`config.mk`:
```
export PLATFORM = sky130hd
export DESIGN_NAME = irq_arbiter
export DESIGN_NICKNAME = d
export VERILOG_FILES = /design/src/rtl/irq_arbiter.sv
export SDC_FILE = /design/constraint.sdc
export NUM_CORES = 1
export LEC_CHECK = 0
export CAP_MARGIN = 20
export CORE_MARGIN = 2
export CORE_UTILIZATION = 41
export DETAILED_ROUTE_END_ITERATION = 8
export PLACE_DENSITY = 0.86
export SLEW_MARGIN = 40
export SYNTH_ARGS = -nofsm -noshare
export SYNTH_HDL_FRONTEND = slang
export SYNTH_SLANG_ARGS = --single-unit
export TNS_END_PERCENT = 5
```
`constraint.sdc`:
```
create_clock -name clk -period 2.7 [get_ports clk]
set_input_delay 0.405 -clock clk [delete_from_list [all_inputs] [get_ports clk]]
set_output_delay 0.405 -clock clk [all_outputs]
set_load 0.02 [all_outputs]
```
`src/rtl/irq_arbiter.sv`:
```
// Interrupt arbiter: captures rising edges from peripheral interrupt lines into
// pending bits, masks them with a per-source enable, and presents the lowest-index
// winner to the core with a claim/complete handshake over a small register file.
module irq_arbiter #(
    parameter int unsigned NUM_SRC = 8
) (
    input  logic               clk,
    input  logic               rst_n,
    input  logic [NUM_SRC-1:0] irq_src_i,
    input  logic [31:0]        data_i,
    input  logic [31:0]        addr_i,
    input  logic               we_i,
    input  logic               re_i,
    output logic [31:0]        data_o,
    output logic               irq_o,
    output logic [4:0]         irq_id_o
);

    typedef enum logic [1:0] {StIdle, StAssert, StService} state_e;

    localparam logic [3:0] OffPending  = 4'h0;
    localparam logic [3:0] OffEnable   = 4'h4;
    localparam logic [3:0] OffClaim    = 4'h8;
    localparam logic [3:0] OffComplete = 4'hC;

    state_e             state_q, state_d;
    logic [NUM_SRC-1:0] src_q;
    logic               armed_q;
    logic [NUM_SRC-1:0] pending_q, pending_d;
    logic [NUM_SRC-1:0] enable_q, enable_d;
    logic [4:0]         active_q, active_d;
    logic               irq_q, irq_d;
    logic [4:0]         irq_id_q, irq_id_d;

    logic [3:0]         offset;
    logic [NUM_SRC-1:0] masked;
    logic [NUM_SRC-1:0] rise;
    logic [NUM_SRC-1:0] winner_oh;
    logic [4:0]         winner_id;
    logic               claim_fire;
    logic               complete_fire;
    logic               unused_bits;

    assign offset      = addr_i[3:0];
    assign masked      = pending_q & enable_q;
    assign unused_bits = ^{addr_i[31:4], data_i};

    // armed_q stays low for the first edge after reset so lines already high at
    // release are treated as a stale level rather than a fresh edge.
    assign rise = irq_src_i & ~src_q & {NUM_SRC{armed_q}};

    assign claim_fire    = re_i && (offset == OffClaim) && (winner_id != 5'd0);
    assign complete_fire = we_i && (offset == OffComplete) && (state_q == StService) &&
                           (data_i[4:0] == active_q);

    // Fixed-priority pick: lowest index among pending & enabled sources.
    always_comb begin
        winner_id = 5'd0;
        winner_oh = '0;
        for (int i = int'(NUM_SRC) - 1; i >= 0; i--) begin
            if (masked[i]) begin
                winner_id    = 5'(i + 1);
                winner_oh    = '0;
                winner_oh[i] = 1'b1;
            end
        end
    end

    // Register file next state: set beats clear on a same-cycle edge and claim.
    always_comb begin
        pending_d = (pending_q & ~(claim_fire ? winner_oh : '0)) | rise;
        enable_d  = enable_q;
        active_d  = active_q;
        if (we_i && (offset == OffEnable)) begin
            enable_d = data_i[NUM_SRC-1:0];
        end
        if (claim_fire) begin
            active_d = winner_id;
        end
    end

    // Request FSM next state and registered request outputs.
    always_comb begin
        state_d  = state_q;
        irq_d    = 1'b0;
        irq_id_d = 5'd0;
        unique case (state_q)
            StIdle: begin
                if (claim_fire) begin
                    state_d = StService;
                end else if (winner_id != 5'd0) begin
                    state_d  = StAssert;
                    irq_d    = 1'b1;
                    irq_id_d = winner_id;
                end
            end
            StAssert: begin
                if (claim_fire) begin
                    state_d = StService;
                end else if (winner_id == 5'd0) begin
                    state_d = StIdle;
                end else begin
                    irq_d    = 1'b1;
                    irq_id_d = winner_id;
                end
            end
            StService: begin
                if (claim_fire) begin
                    state_d = StService;
                end else if (complete_fire) begin
                    state_d = StIdle;
                end
            end
            default: state_d = StIdle;
        endcase
    end

    // All state registers share the asynchronous reset.
    always_ff @(posedge clk or negedge rst_n) begin
        if (!rst_n) begin
            state_q   <= StIdle;
            src_q     <= '0;
            armed_q   <= 1'b0;
            pending_q <= '0;
            enable_q  <= '0;
            active_q  <= 5'd0;
            irq_q     <= 1'b0;
            irq_id_q  <= 5'd0;
        end else begin
            state_q   <= state_d;
            src_q     <= irq_src_i;
            armed_q   <= 1'b1;
            pending_q <= pending_d;
            enable_q  <= enable_d;
            active_q  <= active_d;
            irq_q     <= irq_d;
            irq_id_q  <= irq_id_d;
        end
    end

    // Bus read mux; every source register is zero in reset so data_o is too.
    always_comb begin
        data_o = 32'd0;
        case (offset)
            OffPending:  data_o[NUM_SRC-1:0] = pending_q;
            OffEnable:   data_o[NUM_SRC-1:0] = enable_q;
            OffClaim:    data_o[4:0]         = winner_id;
            OffComplete: data_o[4:0]         = active_q;
            default:     data_o              = 32'd0;
        endcase
    end

    assign irq_o    = irq_q;
    assign irq_id_o = irq_id_q;

endmodule

```
# Yosys cells after proc, flatten, opt, wreduce, memory -nomap -nowiden
# Cells that the tools add are included.
[word_totals]
elab_cells = 71
in_bits = 76
register_bits = 38
out_inout_bits = 38
[op_classes]
n_mux = 36
n_eq_ne = 9
bitwise = 7
reduce_logical = 11
[ops]
columns = ["op", "count"]
rows = [
  ["$mux W8", 9],
  ["$mux W5", 11],
  ["$and A8 B8 Y8", 4],
  ["$pmux W5 S4", 1],
  ["$not A8 Y8", 2],
  ["$mux W2", 6],
  ["$pmux W5 S2", 1],
  ["$ne A3 B3 Y1 const B", 3],
  ["$eq A4 B4 Y1 const B", 2],
  ["$or A8 B8 Y8", 1],
  ["$logic_and A1 B1 Y1", 6],
  ["$pmux W2 S3", 1],
  ["$pmux W3 S2", 1],
  ["$eq A5 B5 Y1", 1],
  ["$logic_not A5 Y1", 1],
  ["$reduce_bool A5 Y1", 1],
  ["$eq A4 B3 Y1 const B", 1],
  ["$logic_not A4 Y1", 1],
  ["$mux W1", 4],
  ["$mux W4", 1],
  ["$reduce_and A3 Y1", 1],
  ["$eq A2 B1 Y1 const B", 1],
  ["$eq A2 B2 Y1 const B", 1],
  ["$logic_not A2 Y1", 1],
  ["$pmux W1 S2", 1],
]

# Depth between registers and ports, before layout
[logic_depth]
ltp_word = 15
depth_mapped = 7
mapped_depth_nobuf = 5

# Worst setup path after synthesis
# OpenSTA, ideal clock, no wires.
[synth_timing]
path_kind = "reg-to-output"
start = "reg pending_q[2]"
end = "out data_o[3]"
arrival_ps = 1481
required_ps = 2295
path_buffers = 0
stages_incl_launch_ff = 6
path_slack_ps = 814
path_cell_list = "dfrtp_1 -> a22oi_1 -> nand2_1 -> nor3_1 -> mux4_2 -> and2_1"
[synth_via]
elab_chain_len = 5
[synth_lines]
columns = ["element", "line", "source"]
rows = [
  ["from (decl)", "29", "logic [NUM_SRC-1:0] pending_q, pending_d;"],
  ["from (signal assigned)", "133", "pending_q <= pending_d;"],
  ["$and A8 B8 Y8", "45", "assign masked = pending_q & enable_q;"],
  ["$mux W5 (3 in a row)", "61", "if (masked[i]) begin"],
  ["$pmux W5 S4", "144", "case (offset)"],
  ["to (decl)", "14", "output logic [31:0] data_o,"],
]
# Every way passes these cells.

# Worst setup path after layout
[layout_timing]
start = "reg enable_q[5]"
end = "out data_o[3]"
[layout_via]
elab_chain_len = 8
[layout_lines]
columns = ["element", "line", "source"]
rows = [
  ["from (decl)", "30", "logic [NUM_SRC-1:0] enable_q, enable_d;"],
  ["from (signal assigned)", "134", "enable_q <= enable_d;"],
  ["$and A8 B8 Y8", "45", ""],
  ["$mux W5 (6 in a row)", "61", ""],
  ["$pmux W5 S4", "144", ""],
]
# Every way passes these cells.

==> out/metrics.yaml <==
final_layout:
  leading_cell_types_in_the_layout_fill_and_taps_excluded: "sky130_fd_sc_hd__dfrtp_1, sky130_fd_sc_hd__clkdlybuf4s50_1, sky130_fd_sc_hd__conb_1"
  final_common_cell: "sky130_fd_sc_hd__dfrtp_1"
  flow.area_growth_from_synthesis_pct: 23.6
  n_fill_cell: 423
  fin_nets: 319
  finish.utilization: 0.525
  fin_area_sq_um: 2480
  drive_gt1_frac: 0.138
  antenna_cells_inserted: 0
route:
  via_per_inst: 4.97
  drt-pass1-iter-count: 4
  wirelength_microns: 4220
  route.detailed.wl_per_inst_microns: 13.7
  drcViolationCount: 0
  vias: 1527
  postRouteAntennaNets: 0
  initialDrtViolationCount: 139
die:
  floorplan.io_pins: 114
  core_region_area_sq_um: 4720
  die_height_microns: 73.9
  initial_core_util: 0.425
  row_count: 25
  die_x_microns: 73.9
  floorplan.die_area_sq_um: 5470
cts:
  tritoncts.num_buffers: 5
  insertion_delay_ns: 0.29
  clock_transition_time_at_the_flip_flop_clock_pins_of_the_worst_setup_and_hold_paths_ns: 0.07
  hold_buf_cts: 0
  max-clock-path-buffers: 2
  tritoncts: "done"
  cts_num_sinks: 36
  htree_num_levels: 2
  clk_root_buffer_cell: "sky130_fd_sc_hd__clkbuf_8"
logic_synthesis:
  syn-instance-count: 193
  async_flop_share: 1.00
  synth_seq_area_share: 0.449
  post_synth_edffs: 0
  synthesis.area_sq_um: 2010
  yosys.area.top_type: "sky130_fd_sc_hd__dfrtp_1"
  synth.ff_latch_count: 36
  ys_dominant_reg_cell: "sky130_fd_sc_hd__dfrtp_1"
  synth_area_leaders: "sky130_fd_sc_hd__dfrtp_1, sky130_fd_sc_hd__buf_4, sky130_fd_sc_hd__mux2_2"
  synth.yosys.warnings: 0
  ys_types: 45
  syn_avg_cell_area_sq_um: 10.4
  synth_top_area_frac: 0.449
sta:
  layout_min_cycle_time_ns: 2.62
  final.setup.tns_ns: 0
  hold_viol_final: 0
  finalCritPeriodShare: 0.971
  achievable-frequency_mhz: 382
  finalClockSkew_ns: 0.00391
  report.final.setup_viol: 0
  final.setup.worst_slack_ns: 0.0788
  maxSlewViolCount: 0
outcome:
  outcome: "finished clean"
place:
  pre_cts_ws_ns: -0.0270
  port_buffers: 36
  final_gp_congestion: 0.849
  place.detailed.hpwl_microns: 3190
  place_area_sq_um: 2370
global_routing:
  globalRouteOverflowTotal: 0
  antenna_found_initial: 0
  grtUsageTotal: 0.169
  grt_pass1_vias: 1464
  grt_first_pass_wirelength_microns: 6920
  grt_max_degree: 37
worst_setup_path:
  critical-path-top-delay-family: "buffers and inverters"
  crit_path_top_delay_cell: "sky130_fd_sc_hd__dfrtp_1"
  worstPathBufferInverterCount: 2
  timing.critical_path.cells: "a22oi_2, buf_4, nand2_1, nor3_1, mux4_2, and2_1, clkdlybuf4s15_1"
  cp_max_stage_delay_ns: 0.43
  worst_ep_required_time_ns: 2.30
  worstSetupStartpointType: "flop"
  cp_max_fo: 5
  cp_class: "reg -> out"
  worst-endpoint-arrival_ns: 2.22
  end_kind: "output pin"
job:
  max_cap_viol_count: 0
min_path:
  hold_path_class: "reg -> reg"
pwr:
  worst_ir_drop_vdd_uv: 346
  power.density_cell_area_nw_per_um2: 685
  leakage_power_nw: 1.13
[cell type report]
type / instances / area (sq um) / share of cell area
inverters: 8 / 30.0 / 0.0121
clock inverters: 1 / 8.76 / 0.00353
well taps: 67 / 83.8 / 0.0338
multi-input cells: 142 / 945 / 0.381
clock buffers: 7 / 76.3 / 0.0308
repair buffers: 46 / 435 / 0.176
flip-flops and latches: 36 / 901 / 0.363
[sequential cells by signal, summed over array words and instances, names as in the netlist]
register,cells
armed_q,1
irq_o,1
pending_q,8
irq_id_o,4
state_q,2
src_q,8
active_q,4
enable_q,8
[cell families after synthesis]
kind of cell | after synthesis | synth area share
other | 2 | 0.00374
xor gates and xnor gates | 4 | 0.0175
adders and majority gates | 4 | 0.0250
muxes | 16 | 0.0973
DFF | 36 | 0.449
AOI/OAI and AO/OA | 30 | 0.125
buffers and inverters | 39 | 0.128
and+or+nand+nor | 62 | 0.154
[cell usage after synthesis (all sizes together) (3+ instances only)]
cell and number:
a21oi 3, a22oi 3, a32o 5, and2 4, buf 29, dfrtp 36, ha 4, inv 8
mux2 8, mux2i 6, nand2 23, nand3 3, nand3b 3, nand4 4, nor2 15, o21ai 6
xnor2 4
[per-stage QoR]
step                instances  power [mW]  hold WS (ns)
finish                    307        1.70         0.427
global route              307        1.81         0.460
CTS                       305        1.68         0.428
detailed placement        296        1.30         0.420
global placement          296        1.28         0.410
floorplan                 217        1.12         0.109
[power breakdown]
part           switching, mW  total, mW  internal [mW]
registers             0.0912      0.728          0.636
logic                  0.309      0.598          0.289
clock network          0.188      0.372          0.184
[worst reg2reg max path, delay by kind of cell, from the launching register on]
family	cells	cell delay, ns
DFF	1	0.43
and+or+nand+nor	2	0.69
AOI/OAI and AO/OA	3	0.82
[worst paths after layout]
kind	startpoint	endpoint	slack, ns	depth (start not counted)
min	src_q[6]$_DFF_PN0_	pending_q[6]$_DFF_PN0_	0.43	1
max reg2reg	pending_q[2]$_DFF_PN0_	state_q[1]$_DFFE_PN0P_	0.65	5
min in group asynchronous	rst_n	state_q[1]$_DFFE_PN0P_	0.52	2
max	enable_q[5]$_DFFE_PN0P_	data_o[3]	0.08	7
min reg2reg	src_q[6]$_DFF_PN0_	pending_q[6]$_DFF_PN0_	0.43	1
max in group asynchronous	rst_n	enable_q[0]$_DFFE_PN0P_	1.85	2
[layer usage]
layer	vias up	routed length (microns)	GRT usage
met2	57	2180	0.287
met5	-	0	0
met1	748	1760	0.209
met4	0	62	0.0626
li1	716	-	-
met3	6	210	0.0447
[repair_timing]
| item | in CTS | in global routing |
|---|---|---|
| pin swaps | 1 | 2 |
| resized for setup | 3 | 3 |
| buffers inserted | 1 | 2 |
| setup endpoints to repair | 3 | 2 |
No activity file was read; power rests on OpenSTA's default activity.
